`src/rtl/abcn_reg_pkg.sv`:
```
// Shared types and constants for the serial register chain master.
// Ports: none (package: default width, FSM state enum, opcode constants).
package abcn_reg_pkg;

   localparam int DEF_DW = 32;

   localparam logic OP_READ  = 1'b0;
   localparam logic OP_WRITE = 1'b1;

   typedef enum logic [2:0] {
      IDLE,
      LOADOUT,
      SHIFT,
      LATCH,
      DONE
   } state_e;

endpackage

```
`src/rtl/reg_shift_counter.sv`:
```
// Bit counter for the serial shift phase: clear, count enable, terminal count.
// Ports: bclk/rstb clock and sync active-low reset; clr, en in; cnt, tc out.
module reg_shift_counter #(
   parameter int DW = 32,
   parameter int CW = $clog2(DW)
) (
   input  logic          bclk,
   input  logic          rstb,
   input  logic          clr,
   input  logic          en,
   output logic [CW-1:0] cnt,
   output logic          tc
);

   logic [CW-1:0] cnt_q;
   logic [CW-1:0] cnt_d;

   assign tc  = (cnt_q == CW'(DW - 1));
   assign cnt = cnt_q;

   // Saturates at DW-1 so it never wraps inside a shift phase.
   always_comb begin
      cnt_d = cnt_q;
      if (clr) begin
         cnt_d = '0;
      end else if (en && !tc) begin
         cnt_d = cnt_q + 1'b1;
      end
   end

   always_ff @(posedge bclk) begin
      if (!rstb) begin
         cnt_q <= '0;
      end else begin
         cnt_q <= cnt_d;
      end
   end

endmodule

```
`src/rtl/reg_serial_access.sv`:
```
// Command master for the serial-load register chain: turns one parallel
// read/write command into clk_en/shift_en/shift_in/latch_in/latch_out strobes.
// Ports: bclk, rstb; cmd_valid/ready/write/addr/wdata command side;
// rsp_valid/err/rdata response; per-register strobes and shift_out in.
module reg_serial_access
   import abcn_reg_pkg::*;
#(
   parameter int NREG = 8,
   parameter int AW   = 3,
   parameter int DW   = DEF_DW
) (
   input  logic            bclk,
   input  logic            rstb,
   input  logic            cmd_valid,
   output logic            cmd_ready,
   input  logic            cmd_write,
   input  logic [AW-1:0]   cmd_addr,
   input  logic [DW-1:0]   cmd_wdata,
   output logic            rsp_valid,
   output logic            rsp_err,
   output logic [DW-1:0]   rsp_rdata,
   output logic [NREG-1:0] clk_en,
   output logic [NREG-1:0] shift_en,
   output logic            shift_in,
   output logic [NREG-1:0] latch_in,
   output logic [NREG-1:0] latch_out,
   input  logic [NREG-1:0] shift_out
);

   localparam int CW = $clog2(DW);

   state_e state_q, state_d;

   logic            write_q, write_d;
   logic            err_q, err_d;
   logic [NREG-1:0] sel_q, sel_d;
   logic [DW-1:0]   sdata_q, sdata_d;
   logic [DW-1:0]   rd_acc_q, rd_acc_d;

   logic            cmd_ready_q, cmd_ready_d;
   logic            rsp_valid_q, rsp_valid_d;
   logic            rsp_err_q, rsp_err_d;
   logic [DW-1:0]   rsp_rdata_q, rsp_rdata_d;
   logic [NREG-1:0] clk_en_q, clk_en_d;
   logic [NREG-1:0] shift_en_q, shift_en_d;
   logic            shift_in_q, shift_in_d;
   logic [NREG-1:0] latch_in_q, latch_in_d;
   logic [NREG-1:0] latch_out_q, latch_out_d;

   logic [NREG-1:0] dec;
   logic            accept;
   logic            bit_in;
   logic            cnt_clr;
   logic            cnt_en;
   logic [CW-1:0]   cnt;
   logic            tc;
   logic [CW-1:0]   rd_idx;

   assign accept  = cmd_valid && cmd_ready_q;
   assign bit_in  = |(shift_out & sel_q);
   assign cnt_clr = (state_d == SHIFT) && (state_q != SHIFT);
   assign cnt_en  = (state_q == SHIFT);
   assign rd_idx  = CW'(DW - 1) - cnt;

   reg_shift_counter #(
      .DW (DW),
      .CW (CW)
   ) u_cnt (
      .bclk (bclk),
      .rstb (rstb),
      .clr  (cnt_clr),
      .en   (cnt_en),
      .cnt  (cnt),
      .tc   (tc)
   );

   // One-hot address decode; an out-of-range address decodes to zero,
   // which gates every strobe for that command.
   always_comb begin
      dec = '0;
      for (int i = 0; i < NREG; i++) begin
         if (cmd_addr == AW'(i)) begin
            dec[i] = 1'b1;
         end
      end
   end

   always_comb begin
      state_d     = state_q;
      write_d     = write_q;
      err_d       = err_q;
      sel_d       = sel_q;
      sdata_d     = sdata_q;
      rd_acc_d    = rd_acc_q;
      rsp_rdata_d = rsp_rdata_q;

      unique case (state_q)
         IDLE: begin
            if (accept) begin
               write_d = cmd_write;
               err_d   = (dec == '0);
               sel_d   = dec;
               sdata_d = cmd_wdata;
               state_d = (cmd_write == OP_WRITE) ? SHIFT : LOADOUT;
            end
         end
         LOADOUT: state_d = SHIFT;
         SHIFT: begin
            if (write_q == OP_WRITE) begin
               sdata_d = {sdata_q[DW-2:0], 1'b0};
            end else begin
               rd_acc_d[rd_idx] = bit_in;
            end
            if (tc) begin
               state_d = (write_q == OP_WRITE) ? LATCH : DONE;
            end
         end
         LATCH: state_d = DONE;
         DONE:  state_d = IDLE;
         default: state_d = IDLE;
      endcase

      if ((state_d == DONE) && (state_q != DONE)) begin
         if (err_q) begin
            rsp_rdata_d = '0;
         end else if (write_q == OP_READ) begin
            rsp_rdata_d = rd_acc_d;
         end
      end
   end

   // Outputs are registered from the next state so each strobe lines up
   // with the state it belongs to.
   always_comb begin
      cmd_ready_d = (state_d == IDLE);
      rsp_valid_d = (state_d == DONE);
      rsp_err_d   = (state_d == DONE) && err_d;
      clk_en_d    = (state_d != IDLE)    ? sel_d : '0;
      shift_en_d  = (state_d == SHIFT)   ? sel_d : '0;
      latch_in_d  = (state_d == LATCH)   ? sel_d : '0;
      latch_out_d = (state_d == LOADOUT) ? sel_d : '0;
      shift_in_d  = (state_d == SHIFT) && (write_d == OP_WRITE)
                    && !err_d && sdata_d[DW-1];
   end

   always_ff @(posedge bclk) begin
      if (!rstb) begin
         state_q     <= IDLE;
         write_q     <= OP_READ;
         err_q       <= 1'b0;
         sel_q       <= '0;
         sdata_q     <= '0;
         rd_acc_q    <= '0;
         cmd_ready_q <= 1'b1;
         rsp_valid_q <= 1'b0;
         rsp_err_q   <= 1'b0;
         rsp_rdata_q <= '0;
         clk_en_q    <= '0;
         shift_en_q  <= '0;
         shift_in_q  <= 1'b0;
         latch_in_q  <= '0;
         latch_out_q <= '0;
      end else begin
         state_q     <= state_d;
         write_q     <= write_d;
         err_q       <= err_d;
         sel_q       <= sel_d;
         sdata_q     <= sdata_d;
         rd_acc_q    <= rd_acc_d;
         cmd_ready_q <= cmd_ready_d;
         rsp_valid_q <= rsp_valid_d;
         rsp_err_q   <= rsp_err_d;
         rsp_rdata_q <= rsp_rdata_d;
         clk_en_q    <= clk_en_d;
         shift_en_q  <= shift_en_d;
         shift_in_q  <= shift_in_d;
         latch_in_q  <= latch_in_d;
         latch_out_q <= latch_out_d;
      end
   end

   assign cmd_ready = cmd_ready_q;
   assign rsp_valid = rsp_valid_q;
   assign rsp_err   = rsp_err_q;
   assign rsp_rdata = rsp_rdata_q;
   assign clk_en    = clk_en_q;
   assign shift_en  = shift_en_q;
   assign shift_in  = shift_in_q;
   assign latch_in  = latch_in_q;
   assign latch_out = latch_out_q;

endmodule

```
`config.mk`:
```
export PLATFORM = sky130hd
export DESIGN_NAME = reg_serial_access
export DESIGN_NICKNAME = d
export VERILOG_FILES = /design/src/rtl/abcn_reg_pkg.sv /design/src/rtl/reg_shift_counter.sv /design/src/rtl/reg_serial_access.sv
export SDC_FILE = /design/constraint.sdc
export NUM_CORES = 1
export LEC_CHECK = 0
export ABC_AREA = 1
export CORE_UTILIZATION = 55
export DETAILED_ROUTE_END_ITERATION = 7
export PLACE_DENSITY = 0.81
export SLEW_MARGIN = 20
export SYNTH_ARGS = -nofsm -noshare
export SYNTH_HDL_FRONTEND = slang
export SYNTH_SLANG_ARGS = --single-unit
```
`constraint.sdc`:
```
create_clock -name bclk -period 4.8 [get_ports bclk]
set_input_delay 1.2 -clock bclk [delete_from_list [all_inputs] [get_ports bclk]]
set_output_delay 1.2 -clock bclk [all_outputs]
set_load 0.02 [all_outputs]
```
## Word-level counts from Yosys, hierarchy flattened

Index checks and enable logic that the tools add are counted.

| storage, ports and cells | value |
|---|---|
| bits in registers | 150 |
| input bits | 47 |

| cells by class | value |
|---|---|
| reduce and logical (&&, ||, !) cells | 25 |
| $lt $le $gt $ge | 2 |
| multiplexer cells | 29 |
| bitwise operators | 2 |
| add/sub/neg operators | 2 |
| equality and inequality tests | 20 |

Operators with widths:

| operator | count |
|---|---|
| 32-bit two-way mux | 6 |
| 32-bit one-hot mux with 2 select lines | 1 |
| 32-bit bitwise mux | 1 |
| 3-bit by 2-bit equality test with 1-bit output, second input constant | 6 |
| 8-bit two-way mux | 2 |
| 3-bit equality test, second input constant | 5 |
| 1-bit two-way mux | 13 |
| 3-bit one-hot mux with 4 select lines | 1 |
| 2-bit AND reduction | 5 |
| 3-bit by 1-bit equality test with 1-bit output, second input constant | 3 |
| 1-bit logical AND | 9 |
| 3-bit zero test | 3 |
| 3-bit two-way mux | 3 |
| 8-bit AND | 1 |
| 8-bit zero test | 1 |
| 8-bit OR reduction | 1 |
| 5-bit by 6-bit less-than comparator with 1-bit output, second input constant | 1 |
| 5-bit by 1-bit adder with 5-bit output, second input constant | 1 |
| 1-bit demux with 5-bit select | 1 |
| 5-bit equality test, second input constant | 1 |
| 5-bit by 1-bit greater-or-equal comparator with 1-bit output, second input constant | 1 |
| 5-bit subtractor, first input constant | 1 |
| 2-bit inequality test, second input constant | 2 |
| 3-bit by 2-bit inequality test with 1-bit output, second input constant | 1 |
| 9 further kinds | 10 |

## Depth between registers and ports, before layout

| depth | value |
|---|---|
| word-level depth | 10 |
| mapped depth | 12 |
| depth with buffers taken out | 11 |

## Hierarchy

From an unflattened synthesis, not the netlist that was laid out.

| second synthesis, totals | value |
|---|---|
| cells, all modules | 822 |
| area, all modules | 6,022.0 um2 |

By module, submodules not included:

| module | cells an instance | instances | area each (um2) |
|---|---|---|---|
| reg_serial_access | 786 | 1 | 5,760.5 |
| reg_shift_counter | 36 | 1 | 261.5 |

## Worst setup path before layout

OpenSTA, ideal clock, no wires.

| path | value |
|---|---|
| path type | input to register |
| start point | in shift_out[2] |
| end point | reg rsp_rdata_q[13], in the netlist rsp_rdata[13] |
| cell stages on the path | 9 |
| buffers on the path | 1 |
| arrival time | 2,062 ps |
| setup slack | 2,618 ps |
| data required time | 4,681 ps |
| library setup time | 119 ps |
| path through | nand2_1 -> nand2_1 -> inv_1 -> nand2_1 -> nor2_1 -> clkbuf_1 -> nand2_1 -> nand3_1 -> a21oi_1 |

| on the way | value |
|---|---|
| cells in the longest elaborated chain, start to end | 7 |

Ends and longest elaborated chain:

| what | line | source |
|---|---|---|
| start: declaration | reg_serial_access.sv:27 | `input logic [NREG-1:0] shift_out` |
| 8-bit AND | reg_serial_access.sv:60 | `assign bit_in = \|(shift_out & sel_q);` |
| 8-bit OR reduction | reg_serial_access.sv:60 |  |
| 32-bit bitwise mux | reg_serial_access.sv:112 | `rd_acc_d[rd_idx] = bit_in;` |
| 32-bit two-way mux | reg_serial_access.sv:109 | `if (write_q == OP_WRITE) begin` |
| 32-bit two-way mux | reg_serial_access.sv:97 | `unique case (state_q)` |
| 32-bit two-way mux | reg_serial_access.sv:126 | `end else if (write_q == OP_READ) begin` |
| 32-bit two-way mux | reg_serial_access.sv:124 | `if (err_q) begin` |
| end signal: assignment | reg_serial_access.sv:173 | `rsp_rdata_q <= rsp_rdata_d;` |
| end: declaration | reg_serial_access.sv:43 | `logic [DW-1:0] rsp_rdata_q, rsp_rdata_d;` |

Every way passes these cells. The select of a mux whose other input is x is not followed.
A chain may end at the register's enable or synchronous reset.

## Final worst setup path

| path | value |
|---|---|
| start point | reg u_cnt.cnt_q[0], in the netlist u_cnt.cnt[0] |
| end point | reg rsp_rdata_q[12], in the netlist rsp_rdata[12] |

| on the way | value |
|---|---|
| cells in the longest elaborated chain, start to end | 10 |

Ends and longest elaborated chain:

| what | line | source |
|---|---|---|
| start: declaration | reg_shift_counter.sv:15 | `logic [CW-1:0] cnt_q;` |
| start signal: assignment | reg_shift_counter.sv:35 | `cnt_q <= cnt_d;` |
| 5-bit subtractor | reg_serial_access.sv:63 | `assign rd_idx = CW'(DW - 1) - cnt;` |
| 5-bit by 6-bit less-than comparator with 1-bit output (implied by the code) / 5-bit by 1-bit greater-or-equal comparator with 1-bit output (equally long branches) | reg_serial_access.sv:112 |  |
| 1-bit logical AND (implied by the code) | reg_serial_access.sv:112 |  |
| 1-bit two-way mux (implied by the code) | reg_serial_access.sv:112 |  |
| 1-bit demux with 5-bit select | reg_serial_access.sv:112 |  |
| 32-bit bitwise mux | reg_serial_access.sv:112 |  |
| 32-bit two-way mux | reg_serial_access.sv:109 |  |
| 32-bit two-way mux | reg_serial_access.sv:97 |  |
| 32-bit two-way mux | reg_serial_access.sv:126 |  |
| 32-bit two-way mux | reg_serial_access.sv:124 |  |

Several ways; a longest one is shown, not always the timed one. The select of a mux whose other input is x is not followed.

==> metrics.md <==
| Metric | Value |
|---|---|
| Status | finished, final reports clean |
| Remaining Overflow, GRT | 0 |
| Slowest cell on the critical path | a21oi_4 |
| Full die area | 11100 um^2 |
| R2r setup slk | 1.92 ns |
| Min-delay src | sdata_q[0]$_SDFFE_PN0P_ |
| CP endpoint kind | flop |
| CTS tree | done |
| RD Place Congestion | 0.748 |
| Max transition margin | 31.3% |
| Post-route cell area | 7700 um^2 |
| Synth Warn # | 0 |
| Htree depth | 4 |
| Largest net degree at the start of global routing | 61 |
| Worst path arrival time | 3.34 ns |
| FILL cells | 760 |
| Worst Max-Slew Pin Slew | 1.02 ns |
| Initial antenna violation count | 0 |
| Residual DRC | 0 |
| Vias per cell | 5.39 |
| # rows | 37 |
| Most used cell, CP | ha_1 |
| Height of the die | 105 um |
| Critical path endpoint | rsp_rdata[12]$_SDFFE_PN0P_ |
| Inserted Clock Buffers | 17 |
| Most frequent cells in the layout | 150 x nand2_1, 150 x dfxtp_1, 125 x nor2_1 |
| Worst-case reg-to-reg path depth | 11 |
| Clk_skew | 0.00774 ns |
| Initial Utilization | 56.7% |
| Syn nets | 797 |
| HPWL Detailed | 8910 um |
| Vias in the first global route | 5000 |
| ANT nets after route | 0 |
| Peak Freq | 347 MHz |
| Clock Tree Buf Depth | 2 |
| Crit-path max FO | 35 |
| Endpoints failing setup | 0 |
| Num ports | 115 |
| Post-synth cell types | 31 |
| Final Hold Fails | 0 |
| Die X | 105 um |
| Final wirelength | 14100 um |
| Final #Nets | 898 |
| Tmin final | 2.88 ns |
| First-pass GRT wire length | 23100 um |
| Worst-path clk slew | 0.06 ns |
| Worst Path Required | 5.25 ns |
| Setup crit start | u_cnt.cnt[0]$_SDFFE_PP0P_ |
| Setup CP Type | flop to flop |
| Antenna cells | 0 |
| Worst path cell trace | ha_1 > inv_1 > nor3_1 > ha_1 > inv_2 > o21ai_1 > nand3_2 > a21oi_4 > buf_4 > o21ai_0 > a21oi_1 |
| Syn Area/Cell | 7.85 um^2 |
| Power per cell area | 399 nW/um^2 |
| Startpoint Class | flop |
| Root Driver | clkbuf_8 |
| FF-to-FF End | rsp_rdata[12]$_SDFFE_PN0P_ |
| R2R Path Start | u_cnt.cnt[0]$_SDFFE_PP0P_ |
| Synth Cell Area | 5850 um^2 |
| Worst path max stage delay | 0.60 ns |
| Post-synth top area share | 51.3% |
| Synth Instances | 745 |
| Total GRT Usage | 26.1% |
| Worst Hold Class | flop to flop |
| Max-cap viol count | 0 |
| RSZ-0062 raised after global routing | no |
| Setup bufs post-CTS | 0 |
| Synthesis-stage register bit count | 150 |
| Area leader, netlist | dfxtp_1 |
| Leakage Power | 2.82 nW |
| Fin crit share | 60.0% |
| Sequential-to-total area share from yosys stat | 51.3% |
| Worst-Skew Late Latency | 0.53 ns |
| Placed Cells | 963 |
| Core footprint | 10300 um^2 |
| VDD IR max | 0.241 mV |
| Share of layout cells above drive strength 1 | 7.13% |
| Post-CTS Hold Buffers | 0 |
| Layout area overhead | 31.6% |
| Post-DR wirelength/cell | 14.2 um |
| Synth area leaders | dfxtp_1 51%, nand2_1 9.6%, nor2_1 8.1% |
| Layout Cells excl Fill | 992 |
| Final Max Slew Viols | 0 |
| Overall power | 3.07 mW |
| TritonRoute pass-1 iters | 5 |
| Port Buffers | 114 |
| Setup TNS | 0 ns |
| Placed inst area | 7040 um^2 |
| Vias | 5346 |
| PostCTS Resize Cnt | 0 |
| Violation count after the first detailed-route iteration | 266 |
| Sink Count | 150 |
## routing by layer
| layer | global-route usage [%] | wire [um] | vias up |
|---|---|---|---|
| li1 | - | - | 2648 |
| met4 | 9.76 | 232 | 0 |
| met1 | 31.8 | 5980 | 2503 |
| met5 | 0 | 0 | - |
| met2 | 45.8 | 7110 | 170 |
| met3 | 4.99 | 760 | 25 |
## layout make-up
cell class,count,area (um^2),share of cell area (%)
clock buffers,18,428,5.56
clock inverters,11,230,2.99
repair buffers,120,1190,15.4
flip-flops and latches,150,3000,39.0
inverters,37,139,1.80
well taps,136,170,2.21
multi-input cells,520,2540,33.0
## logic make-up (layout without fill, tap and decap cells)
kind of cell / Yosys count / count (layout) / share of synthesized area [%]
simple gates: 362 / 362 / 26.2
compound gates: 152 / 152 / 15.9
flops: 150 / 150 / 51.3
buf+inv: 75 / 186 / 5.30
fa+ha+maj: 5 / 5 / 1.07
xor+xnor: 1 / 1 / 0.150
## flip-flops by register name, indices dropped and copies added (netlist names)
register   count
rd_acc_q      32
shift_en       8
err_q          1
latch_in       8
state_q        3
sdata_q       32
rsp_valid      1
shift_in       1
rsp_err        1
latch_out      8
rsp_rdata     32
write_q        1
clk_en         8
sel_q          8
cmd_ready      1
u_cnt.cnt      5
## worst max-delay path: cells and delay by family (launching register included)
kind	cells	cell delay [ns]
simple gates	2	0.35
compound gates	4	1.02
flops	1	0.40
buf+inv	3	0.56
fa+ha+maj	2	0.47
## how the worst min path moves through the flow
| stage | end | slack [ns] | cells after the start |
|---|---|---|---|
| 5_1_grt | sdata_q[16]$_SDFFE_PN0P_ | 0.48 | 2 |
| 2_1_floorplan | sdata_q[0]$_SDFFE_PN0P_ | 0.44 | 2 |
| 4_1_cts | sdata_q[8]$_SDFFE_PN0P_ | 0.47 | 2 |
| 6_report | sdata_q[0]$_SDFFE_PN0P_ | 0.47 | 2 |
| 3_3_place_gp | sdata_q[0]$_SDFFE_PN0P_ | 0.45 | 2 |
| 3_5_place_dp | sdata_q[23]$_SDFFE_PN0P_ | 0.46 | 2 |
## metrics by stage
stage / hold WS, ns / setup WS, ns / utilization [%]
final: 0.466 / 1.92 / 74.6
after CTS: 0.466 / 1.93 / 74.5
after floorplan: 0.440 / 2.62 / -
after global placement: 0.449 / 1.48 / 68.2
after detailed placement: 0.455 / 1.39 / 68.2
after global routing: 0.483 / 1.61 / 74.6
## cells in the mapped netlist
master and instances:
a21oi_1 61, a21oi_2 1, a21oi_4 1, a22oi_1 30, buf_1 1, buf_2 19
buf_4 1, clkbuf_1 16, clkbuf_2 1, clkinv_1 2, dfxtp_1 150, ha_1 5
inv_1 32, inv_2 3, nand2_1 150, nand2_2 2, nand3_1 54, nand3_2 1
nand4_1 5, nand4_2 1, nor2_1 126, nor2_2 2, nor2_4 2, nor3_1 2
nor3_4 1, nor4_1 6, o21ai_0 26, o21ai_1 1, o21bai_1 32, or2_2 10
xor2_1 1
## report_power, final
part / internal (mW) / total, mW / switching [mW]
combinational: 0.108 / 0.274 / 0.166
clock: 1.00 / 1.49 / 0.483
sequential: 1.29 / 1.31 / 0.0250
total: 2.40 / 3.07 / 0.674
(Power assumes the default switching activity.)
